`src/rtl/la_vrrarb8.sv`:
```
// la_vrrarb8: 8-way round-robin arbiter producing registered one-hot mux selects.
// Optional forced release on a hold limit: define LA_VRRARB8_TIMEOUT_EN.
module la_vrrarb8 #(
  parameter     PROP    = "DEFAULT",
  parameter int TIMEOUT = 255
) (
  input  logic       clk,
  input  logic       nreset,
  input  logic [7:0] req,
  input  logic       ready,
  input  logic       last,
  output logic [7:0] gnt,
  output logic [2:0] gnt_id,
  output logic       valid,
  output logic       timeout
);

  typedef enum logic {IDLE, GRANT} state_t;

  state_t     state_reg;
  logic [7:0] gnt_reg;
  logic [2:0] gnt_id_reg;
  logic [2:0] ptr_reg;
  logic       valid_reg;

  logic       rel_done;
  logic       force_rel;
  logic       rel_any;
  logic [2:0] arb_ptr;
  logic [7:0] req_rot;
  logic [2:0] win_off;
  logic [2:0] win_id;
  logic       win_valid;
  logic [7:0] win_gnt;

  assign rel_done = (state_reg == GRANT) && ready && last;

`ifdef LA_VRRARB8_TIMEOUT_EN
  logic [15:0] cnt_reg;
  logic        timeout_reg;
  assign force_rel = (state_reg == GRANT) && !rel_done && (cnt_reg == 16'(TIMEOUT - 1));
  assign timeout   = timeout_reg;
`else
  assign force_rel = 1'b0;
  assign timeout   = 1'b0;
`endif

  assign rel_any = rel_done || force_rel;

  // On a release edge the pointer moves past the current owner before arbitrating.
  assign arb_ptr = rel_any ? (gnt_id_reg + 3'd1) : ptr_reg;

  genvar gi;
  generate
    for (gi = 0; gi < 8; gi++) begin : g_rot
      assign req_rot[gi] = req[arb_ptr + 3'(gi)];
    end
  endgenerate

  always_comb begin
    win_off   = 3'd0;
    win_valid = 1'b0;
    for (int i = 7; i >= 0; i--) begin
      if (req_rot[i]) begin
        win_off   = 3'(i);
        win_valid = 1'b1;
      end
    end
  end

  assign win_id  = arb_ptr + win_off;
  assign win_gnt = 8'd1 << win_id;

  always_ff @(posedge clk or negedge nreset) begin
    if (!nreset) begin
      state_reg   <= IDLE;
      gnt_reg     <= 8'h00;
      gnt_id_reg  <= 3'd0;
      ptr_reg     <= 3'd0;
      valid_reg   <= 1'b0;
`ifdef LA_VRRARB8_TIMEOUT_EN
      cnt_reg     <= 16'd0;
      timeout_reg <= 1'b0;
`endif
    end else begin
`ifdef LA_VRRARB8_TIMEOUT_EN
      timeout_reg <= 1'b0;
`endif
      case (state_reg)
        IDLE: begin
          if (win_valid) begin
            state_reg  <= GRANT;
            gnt_reg    <= win_gnt;
            gnt_id_reg <= win_id;
            valid_reg  <= 1'b1;
`ifdef LA_VRRARB8_TIMEOUT_EN
            cnt_reg    <= 16'd0;
`endif
          end
        end
        GRANT: begin
          if (rel_any) begin
            ptr_reg <= gnt_id_reg + 3'd1;
`ifdef LA_VRRARB8_TIMEOUT_EN
            timeout_reg <= force_rel;
            cnt_reg     <= 16'd0;
`endif
            if (win_valid) begin
              gnt_reg    <= win_gnt;
              gnt_id_reg <= win_id;
            end else begin
              state_reg <= IDLE;
              gnt_reg   <= 8'h00;
              valid_reg <= 1'b0;
            end
          end else begin
`ifdef LA_VRRARB8_TIMEOUT_EN
            cnt_reg <= cnt_reg + 16'd1;
`endif
          end
        end
        default: begin
          state_reg <= IDLE;
          gnt_reg   <= 8'h00;
          valid_reg <= 1'b0;
        end
      endcase
    end
  end

  assign gnt    = gnt_reg;
  assign gnt_id = gnt_id_reg;
  assign valid  = valid_reg;

endmodule

```
`config.mk`:
```
export PLATFORM = sky130hd
export DESIGN_NAME = la_vrrarb8
export DESIGN_NICKNAME = d
export VERILOG_FILES = /design/src/rtl/la_vrrarb8.sv
export SDC_FILE = /design/constraint.sdc
export NUM_CORES = 1
export LEC_CHECK = 0
export ABC_CLOCK_PERIOD_IN_PS = 7400
export BUFFER_PORTS_ARGS = -buffer_cell sky130_fd_sc_hd__buf_2
export CAP_MARGIN = 25
export CORE_MARGIN = 2
export CORE_UTILIZATION = 60
export DETAILED_ROUTE_END_ITERATION = 8
export GPL_ROUTABILITY_DRIVEN = 0
export PLACE_DENSITY = 0.84
export SLEW_MARGIN = 20
export SYNTH_ARGS = -nofsm -noshare
export SYNTH_HDL_FRONTEND = slang
export SYNTH_SLANG_ARGS = --single-unit
```
`constraint.sdc`:
```
create_clock -name clk -period 7.4 [get_ports clk]
set_input_delay 0.37 -clock clk [delete_from_list [all_inputs] [get_ports clk]]
set_output_delay 0.37 -clock clk [all_outputs]
set_load 0.03 [all_outputs]
```
; Word-level counts from Yosys, hierarchy flattened
; Cells that the tools add are included.
[totals]
reg_bits = 16
latch_bits = 0
ramBits = 0
rom_bits = 0
inputBits = 12
output_inout_bits = 13
wordCells = 78
memories = 0
[classes]
addsub = 9
mul = 0
n_div = 0
order_cmp = 8
n_eq_ne = 3
shifts = 1
n_mux = 47
bitwise_logic = 1
reduce_logical = 4
[ops]
columns = op, count
row1 = 2-to-1 mux 3 bit, 11
row2 = < comparator 3 x 4 -> 1 bit (second input constant), 8
row3 = binary-select mux 1 bit (select 3 bit), 8
row4 = 2-to-1 mux 8 bit, 3
row5 = 2-to-1 mux 1 bit, 21
row6 = one-hot mux 8 bit (2 select lines), 1
row7 = adder 3 bit (second input constant), 4
row8 = << shifter 1 x 3 -> 8 bit (first input constant), 1
row9 = adder 3 x 1 -> 3 bit (second input constant), 2
row10 = adder 3 x 2 -> 3 bit (second input constant), 2
row11 = one-hot mux 3 bit (2 select lines), 1
row12 = inequality test 2 bit (second input constant), 2
row13 = one-hot mux 1 bit (2 select lines), 2
row14 = adder 3 bit, 1
row15 = AND reduction 3 bit, 1
row16 = logical AND 1 bit, 2
row17 = inequality test 2 x 1 -> 1 bit (second input constant), 1
row18 = AND reduction 2 bit, 1
row19 = NOT 1 bit, 1

; Longest topological paths before layout
; Gate-level depths: netlist of run 1.
[depth]
depth_word = 19
mapped_depth = 17
mapped_depth_nobuf = 16

; Least setup slack after synthesis of run 1
; Ideal clock, no wire load.
[synth_path]
kind = reg2reg
startpoint = register gnt_id_reg[0] (netlist: gnt_id[0])
endpoint = register gnt_reg[0] (netlist: gnt[0])
setup_time_ps = 110
t_arrival_ps = 4030
required_time_ps = 7290
setup_slack_ps = 3260
path_stages_with_launch = 16
path_buffers = 0
synth_period_minus_slack_ps = 4140
cell_sequence = dfrtp_1 -> ha_1 -> mux2_4 -> ha_1 -> a31oi_1 -> a32oi_1 -> or2_2 -> o221a_2 -> a311oi_1 -> nor3_1 -> nand2_1 -> fa_1 -> xnor2_1 -> or4b_1 -> and2_1 -> o41ai_1
[synth_between]
elab_chain_cells = 18
word_cells_on_any_way = 49
cone_classes = add/sub: 9 / eq/ne: 1 / shift: 1 / mux: 37 / reduce/logical: 1
[synth_rtl]
columns = element, line
row1 = from (decl), 22  ; logic [2:0] gnt_id_reg;
row2 = from (signal assigned), 94  ; gnt_id_reg <= win_id;
row3 = from (signal assigned), 110  ; gnt_id_reg <= win_id;
row4 = adder 3 x 1 -> 3 bit *, 51  ; assign arb_ptr = rel_any ? (gnt_id_reg + 3'd1) : ptr_reg;
row5 = 2-to-1 mux 3 bit *, --
row6 = adder 3 bit, 56  ; assign req_rot[gi] = req[arb_ptr + 3'(gi)];
row7 = binary-select mux 1 bit (select 3 bit), 56
row8 = 2-to-1 mux 1 bit (implied by the code), 56
row9 = 2-to-1 mux 3 bit (8 in series), 64  ; if (req_rot[i]) begin
row10 = adder 3 bit, 71  ; assign win_id = arb_ptr + win_off;
row11 = << shifter 1 x 3 -> 8 bit, 72  ; assign win_gnt = 8'd1 << win_id;
row12 = 2-to-1 mux 8 bit, 108  ; if (win_valid) begin
row13 = 2-to-1 mux 8 bit, 102  ; if (rel_any) begin
row14 = one-hot mux 8 bit (2 select lines), 89  ; case (state_reg)
row15 = to (signal assigned), 93  ; gnt_reg <= win_gnt;
row16 = to (signal assigned), 109  ; gnt_reg <= win_gnt;
row17 = to (decl), 21  ; logic [7:0] gnt_reg;
; Every way passes the cells marked *; elsewhere a longest branch is shown, timed or not. The select of a mux whose other input is x is not followed.
; A chain may end at the register's enable or synchronous reset.

; Worst setup path after layout of run 1
[layout_path]
startpoint = register state_reg
endpoint = register gnt_reg[0] (netlist: gnt[0])
[layout_between]
elab_chain_cells = 19
word_cells_on_any_way = 52
cone_classes = add/sub: 8 / eq/ne: 2 / shift: 1 / mux: 37 / bitwise: 1 / reduce/logical: 3
[layout_rtl]
columns = element, line
row1 = from (decl), 20  ; state_t state_reg;
row2 = from (signal assigned), 76  ; state_reg <= IDLE;
row3 = from (signal assigned), 92  ; state_reg <= GRANT;
row4 = from (signal assigned), 112  ; state_reg <= IDLE;
row5 = logical AND 1 bit * (2 in series), 36  ; assign rel_done = (state_reg == GRANT) && ready && last;
row6 = 2-to-1 mux 3 bit *, --
row7 = via arb_ptr[0], 29  ; logic [2:0] arb_ptr;
row8 = adder 3 bit, 56
row9 = binary-select mux 1 bit (select 3 bit), 56
row10 = 2-to-1 mux 1 bit (implied by the code), 56
row11 = 2-to-1 mux 3 bit (8 in series), 64
row12 = adder 3 bit, 71
row13 = << shifter 1 x 3 -> 8 bit, 72
row14 = 2-to-1 mux 8 bit, 108
row15 = 2-to-1 mux 8 bit, 102
row16 = one-hot mux 8 bit (2 select lines), 89
; Mark *: on every way through the listed nets, which the timed path passes. The rest lies on a longest branch. The select of a mux whose other input is x is not followed.

==> impl_results.md, run 1 <==
* CTS tree: yes
* Crit share post-route at 62.8%
* Setup slack of the worst register-to-register path at 2760 ps
* Starting utilization of the core area at 65.2%
* Count of yosys warnings during synthesis at 0
* Max transition margin at 66.1%
* Worst Max-Slew Pin Slew at 506 ps
* Number of DRC markers in iteration 0 at 71
* Setup total negative slack at 0 ps
* Kind of path behind the tightest hold check: flop to flop
* 1st-pass router iterations at 5
* DR vias/cell at 6.82
* Max reg flops at 8
* Total overflow reported by the global router at 0
* Post-route minimum period at 4640 ps
* Crit path capture type: flop
* Sum of routed wire length over all layers at 3.86 mm
* Average wire per cell in the routed design at 17.8 um
* Endpoint required time on the critical path at 7590 ps
* Cells on worst reg2reg path at 16
* Achievable frequency at 0.215 GHz
* Number of cell rows at 17
* Count of pins over their slew limit at 0
* Layout net count at 205
* Number of max-capacitance violations reported at 0
* Flip-flop and latch count after synthesis at 16
* Share of post-route cells with drive strength above 1 at 25.9%
* Maximum number of pins on one net before global-route repair at 17
* Kind of start point of the critical path: flop
* Number of cells traversed by the worst hold path at 2
* Layout area overhead at 9.28%
* Clock slew seen by the registers of the worst setup and hold paths at 90 ps
* Die H at 53.5 um
* Clock latency at the later pin of the worst-skew pair at 300 ps
* DRC violations left at 0
* Distinct cell type count of the synthesized netlist at 56
* Number of buffers created by CTS at 3
* Layout Skew at 7.46 ps
* Wire length of the first global-routing pass at 6.21 mm
* Synth async-reset ratio at 100%
* Die Area at 2860 um2
* Worst reg2reg startpoint: state_reg
* Maximum fanout count along the critical path at 11
* Gate Count Post-Synth at 169
* Unrepaired setup endpoints after global routing: false
* Critical Path AT at 4830 ps
* Result of the run: completed
* Kind of critical path: flop to flop
* Startpoint of the worst hold path: gnt[6]
* Overall fraction of global-route tracks in use at 30.4%
* Fin. Hold Viols at 0
* Number of synthesized flops with an enable pin at 0
* Half-perimeter wire length after placement at 2.95 mm
* Clk buf depth at 2
* Antenna violations before repair at 0
* Root buffer cell: clkbuf_4
* Number of nets produced by synthesis at 184
* Setup Viol. Count Final at 0
* Number of vias in the routed layout at 1479
* Antenna diode count at 0
* Worst Hold Margin at 485 ps
* Quantity of I/O buffers inserted on ports at 23
* # H-tree levels at 1
* Horizontal extent of the die at 53.5 um
* Post-synthesis sequential area ratio at 27.2%
* Hold EP: gnt[6]
* Num ports at 25
* Fillcell total at 186
* Clock sink total at 16
* Endpoint of the worst-slack reg-to-reg timing path: gnt[0]
* Synthesized area at 1470 um2
* Vias in the first global route at 1353
* Residual antenna-violating net count after detailed routing at 0
* Placeable Area at 2250 um2
* Mean cell area of the mapped netlist at 8.70 um2
* Most frequently used flop master after synthesis: dfrtp_1
* CP startpoint: state_reg
[synthesized netlist by cell type (4+ instances only)]
master     n  share of area (%)
nor2b_1    4                1.7
mux2_2     5                3.8
buf_4      4                2.0
o21ai_0   14                4.8
a31oi_1    5                2.1
mux2i_1    5                3.4
nor3_1     4                1.4
nand2_1   16                4.1
a21oi_1    6                2.0
nor2_1    11                2.8
nand3_1    6                2.0
a32o_1     4                2.7
a211oi_1   4                2.0
dfrtp_1   16                 27
[per-stage QoR]
stage	worst slack, ps	instances	utilization, %	cell area, um2
floorplan	3260	169	-	1470
global placement	3100	212	69.2	1560
detailed placement	2820	212	69.2	1560
CTS	2800	217	71.3	1610
global route	2390	217	71.3	1610
finish	2760	217	71.3	1610
[cell type report]
class | count | area, um2 | area share (%)
repair buffers | 24 | 125 | 7.79
well taps | 28 | 35.0 | 2.18
inverters | 6 | 25.0 | 1.56
multi-input cells | 139 | 985 | 61.3
clock buffers | 4 | 36.3 | 2.26
flip-flops and latches | 16 | 400 | 24.9
[routing by layer]
layer / global-route usage, % / wire (um) / share of wire [%]
met3: 2.82 / 216 / 5.6
met5: 0 / 0 / 0
met4: 14.5 / 117 / 3.0
met1: 38.7 / 1600 / 41
met2: 51.4 / 1930 / 50
[timing repair]
item | 4_1_cts | 5_1_grt
resized for setup | 0 | 0
hold buffers | 1 | 0
endpoints found under the hold margin | 16 | 0
setup buffers | 0 | 0
[worst max path at each step]
stage | cells past startpoint | endpoint
floorplan | 15 | gnt[0]
global placement | 15 | gnt[2]
detailed placement | 16 | gnt[0]
CTS | 16 | gnt[0]
global route | 15 | gnt[0]
finish | 16 | gnt[0]
[placed cells by master, fill, tap and decap left out, types with 5 or more instances in the layout]
master	instances
buf_2	23
nand2_1	16
dfrtp_1	16
o21ai_0	14
nor2_1	11
a21oi_1	6
nand3_1	6
a31oi_1	5
mux2i_1	5
mux2_2	5
[worst max-delay path: stages (launching register included)]
cell	delay [ps]
dfrtp_1	570
nand4_1	370
nand2_2	310
inv_2	110
ha_1	360
a31oi_1	50
a32oi_1	360
or2_2	190
o221a_2	180
a311oi_1	50
nor3_1	330
nand2_1	130
fa_1	390
xnor2_1	180
or4b_1	510
and2_1	180
o41ai_1	250
[cell families after synthesis]
family / Yosys count / synth area share (%)
AO/OA/AOI/OAI: 59 / 30.0
XOR/XNOR: 5 / 4.00
adder cells (fa/ha/maj): 3 / 3.06
buffers and inverters: 14 / 5.79
flip-flops: 16 / 27.2
multiplexers: 11 / 8.25
other: 1 / 0.255
AND/OR/NAND/NOR: 60 / 21.4
Power of run 1 is left out: the tool's default activity adds up to more than one toggle a clock period on the data nets, which glitch-free logic cannot reach.
==> run 2, diff against run 1 <==
--- a/config.mk
+++ b/config.mk
@@ -5,14 +5,14 @@
 export SDC_FILE = /design/constraint.sdc
 export NUM_CORES = 1
 export LEC_CHECK = 0
-export ABC_CLOCK_PERIOD_IN_PS = 7400
+export ABC_CLOCK_PERIOD_IN_PS = 4400
 export BUFFER_PORTS_ARGS = -buffer_cell sky130_fd_sc_hd__buf_2
 export CAP_MARGIN = 25
 export CORE_MARGIN = 2
-export CORE_UTILIZATION = 60
+export CORE_UTILIZATION = 56
 export DETAILED_ROUTE_END_ITERATION = 8
 export GPL_ROUTABILITY_DRIVEN = 0
-export PLACE_DENSITY = 0.84
+export PLACE_DENSITY = 0.8
 export SLEW_MARGIN = 20
 export SYNTH_ARGS = -nofsm -noshare
 export SYNTH_HDL_FRONTEND = slang
==> constraint.sdc (replaced) <==
create_clock -name clk -period 4.4 [get_ports clk]
set_input_delay 0.22 -clock clk [delete_from_list [all_inputs] [get_ports clk]]
set_output_delay 0.22 -clock clk [all_outputs]
set_load 0.03 [all_outputs]
==> run 2 against run 1 <==
Against the previous run: clock skew shrank 4.8 ps; cell count grew 3.7%; wire length up 0.31%; clock-buffer cell count is the same; global-route usage down 5.5 points; design area increased by 5.7%; first-iteration DRC count down 17%; die area increased by 6.6%; critical endpoint unchanged.
==> impl_results.md, run 2 (same netlist as run 1, synthesis figures left out) <==
* Die H at 55.2 um (+3.2%)
* Sequential cell area at 402 um2 (+0.31%)
* # H-tree levels at 1 (unchanged)
* Worst Max-Slew Pin Slew at 618 ps (+112 ps)
* Starting utilization of the core area at 59.3% (-5.9 points)
* Leading cell types in the layout, fill and taps excluded: buf_2, nand2_1, dfrtp_1
* Crit share post-route at 96.6% (+34 points)
* Max transition margin at 57.7% (-8.4 points)
* Clock latency at the later pin of the worst-skew pair at 290 ps (about the same)
* Cell with the largest stage delay on the worst path: or4b_1
* Average wire per cell in the routed design at 17.2 um (-3.3%)
* Clock slew seen by the registers of the worst setup and hold paths at 90 ps (about the same)
* Result of the run: completed
* DR vias/cell at 6.52 (-4.3%)
* Layout area overhead at 15.5%
* Count of pins over their slew limit at 0 (unchanged)
* Kind of critical path: flop to flop
* Layout net count at 211 (+2.9%)
* Cells after DPL at 218 (+2.8%)
* CP startpoint: gnt_id[0]
* Kind of path behind the tightest hold check: primary input to asynchronous set/reset pin
* Worst path most repeated cell: ha_1
* CTS tree: yes
* Maximum fanout count along the critical path at 9 (-2)
* Layout Skew at 2.62 ps (-4.84 ps)
* Number of max-capacitance violations reported at 0 (unchanged)
* 1st-pass router iterations at 4 (-1)
* Number of DRC markers in iteration 0 at 59 (-17%)
* Setup Viol. Count Final at 0 (unchanged)
* Crit-path max cell delay at 500 ps (-70 ps)
* Overall fraction of global-route tracks in use at 24.9% (-5.5 points)
* Num ports at 25 (unchanged)
* Critical Path AT at 4440 ps (-390 ps)
* Number of cell rows at 18 (+1)
* Half-perimeter wire length after placement at 2.93 mm (-0.69%)
* Kind of start point of the critical path: flop
* Number of vias in the routed layout at 1467 (-0.81%)
* Max reg flops at 8 (unchanged)
* Clock sink total at 16 (unchanged)
* Fillcell total at 204 (+9.7%)
* Maximum number of pins on one net before global-route repair at 17 (unchanged)
* Achievable frequency at 0.235 GHz (+9.3%)
* DRC violations left at 0 (unchanged)
* Share of post-route cells with drive strength above 1 at 32.8% (+6.9 points)
* Horizontal extent of the die at 55.2 um (+3.2%)
* List of cells traversed by the critical path: ha_1, mux2_4, ha_1, a31oi_1, a32oi_2, or2_2, o221a_2, a311oi_2, nor3_2, nand2_1, fa_1, xnor2_1, or4b_1, and2_1, o41ai_1
* Die Area at 3050 um2 (+6.6%)
* Placeable Area at 2480 um2 (+9.9%)
* Antenna diode count at 0 (unchanged)
* Post-route minimum period at 4250 ps (-394 ps)
* Fin. Hold Viols at 0 (unchanged)
* Worst reg2reg startpoint: gnt_id[0]
* Quantity of I/O buffers inserted on ports at 23 (unchanged)
* Residual antenna-violating net count after detailed routing at 0 (unchanged)
* Final instance count without filler cells at 225 (+3.7%)
* Antenna violations before repair at 0 (unchanged)
* Number of buffers created by CTS at 3 (unchanged)
* Endpoint required time on the critical path at 4580 ps (-3010 ps)
* Root buffer cell: clkbuf_4
* Vias in the first global route at 1372 (+1.4%)
* Crit path capture type: flop
* Multi-input combinational cell area at 1030 um2 (+4.3%)
* Sum of routed wire length over all layers at 3.87 mm (+0.31%)
* Leading cell type in the layout, fill and taps excluded: buf_2
* Clk buf depth at 2 (unchanged)
* Wire length of the first global-routing pass at 6.24 mm (+0.55%)
* Total overflow reported by the global router at 0 (unchanged)
## run 2: changes by cell type in the layout (fill, tap and decap cells not counted), sizes merged
cell  before  now
buf       23   29
## run 2: metrics by stage
step	TNS (ps)	utilization, %	worst slack, ps	hold WS [ps]	area, um2
final	0	68.5	149	365	1700
after global routing	-66.1	68.5	-45.2	405	1700
after CTS	0	66.4	39.2	367	1640
after detailed placement	-26.2	64.3	-26.2	148	1590
after global placement	0	64.3	243	136	1590
after floorplan	0	-	260	-75.6	1470
## run 2: final timing paths
check	to	slack, ps	depth (start not counted)
hold / removal	gnt_id[2]	370	2
setup reg to reg	gnt[0]	150	15
hold reg to reg	gnt[0]	490	2
max in group asynchronous	gnt_id[0]	3760	2
min in group clk	state_reg	410	4
setup / recovery	gnt[0]	150	15
## run 2: cell type report
cell class	count	area share (%)
clock buffers	4	2.14
inverters	6	1.47
multi-input cells	139	60.5
flip-flops and latches	16	23.7
well taps	30	2.21
repair buffers	30	10.0
## run 2: worst max-delay path, delay by kind of cell, from the launching register on
family	cells	cell delay, ps
xor gates and xnor gates	1	180
AOI/OAI and AO/OA	5	880
muxes	1	330
adders and majority gates	3	1100
and+or+nand+nor	5	1200
DFF	1	460
## run 2: repair_timing
action | in CTS | in global routing
buffers inserted | 0 | 2
pin swaps | 0 | 2
hold buffers | 1 | 0
endpoints found under the setup margin | 1 | 4
endpoints found under the hold margin | 16 | 0
gates resized for setup | 1 | 8
## run 2: layer usage
layer | GRT usage [%] | vias up | part of all wire, %
met5 | 0 | - | 0
met4 | 5.92 | 0 | 1.1
met3 | 2.11 | 4 | 6.2
met2 | 43.4 | 74 | 50
met1 | 33.3 | 692 | 43
li1 | - | 697 | -
Power of run 2 is left out for the same reason.
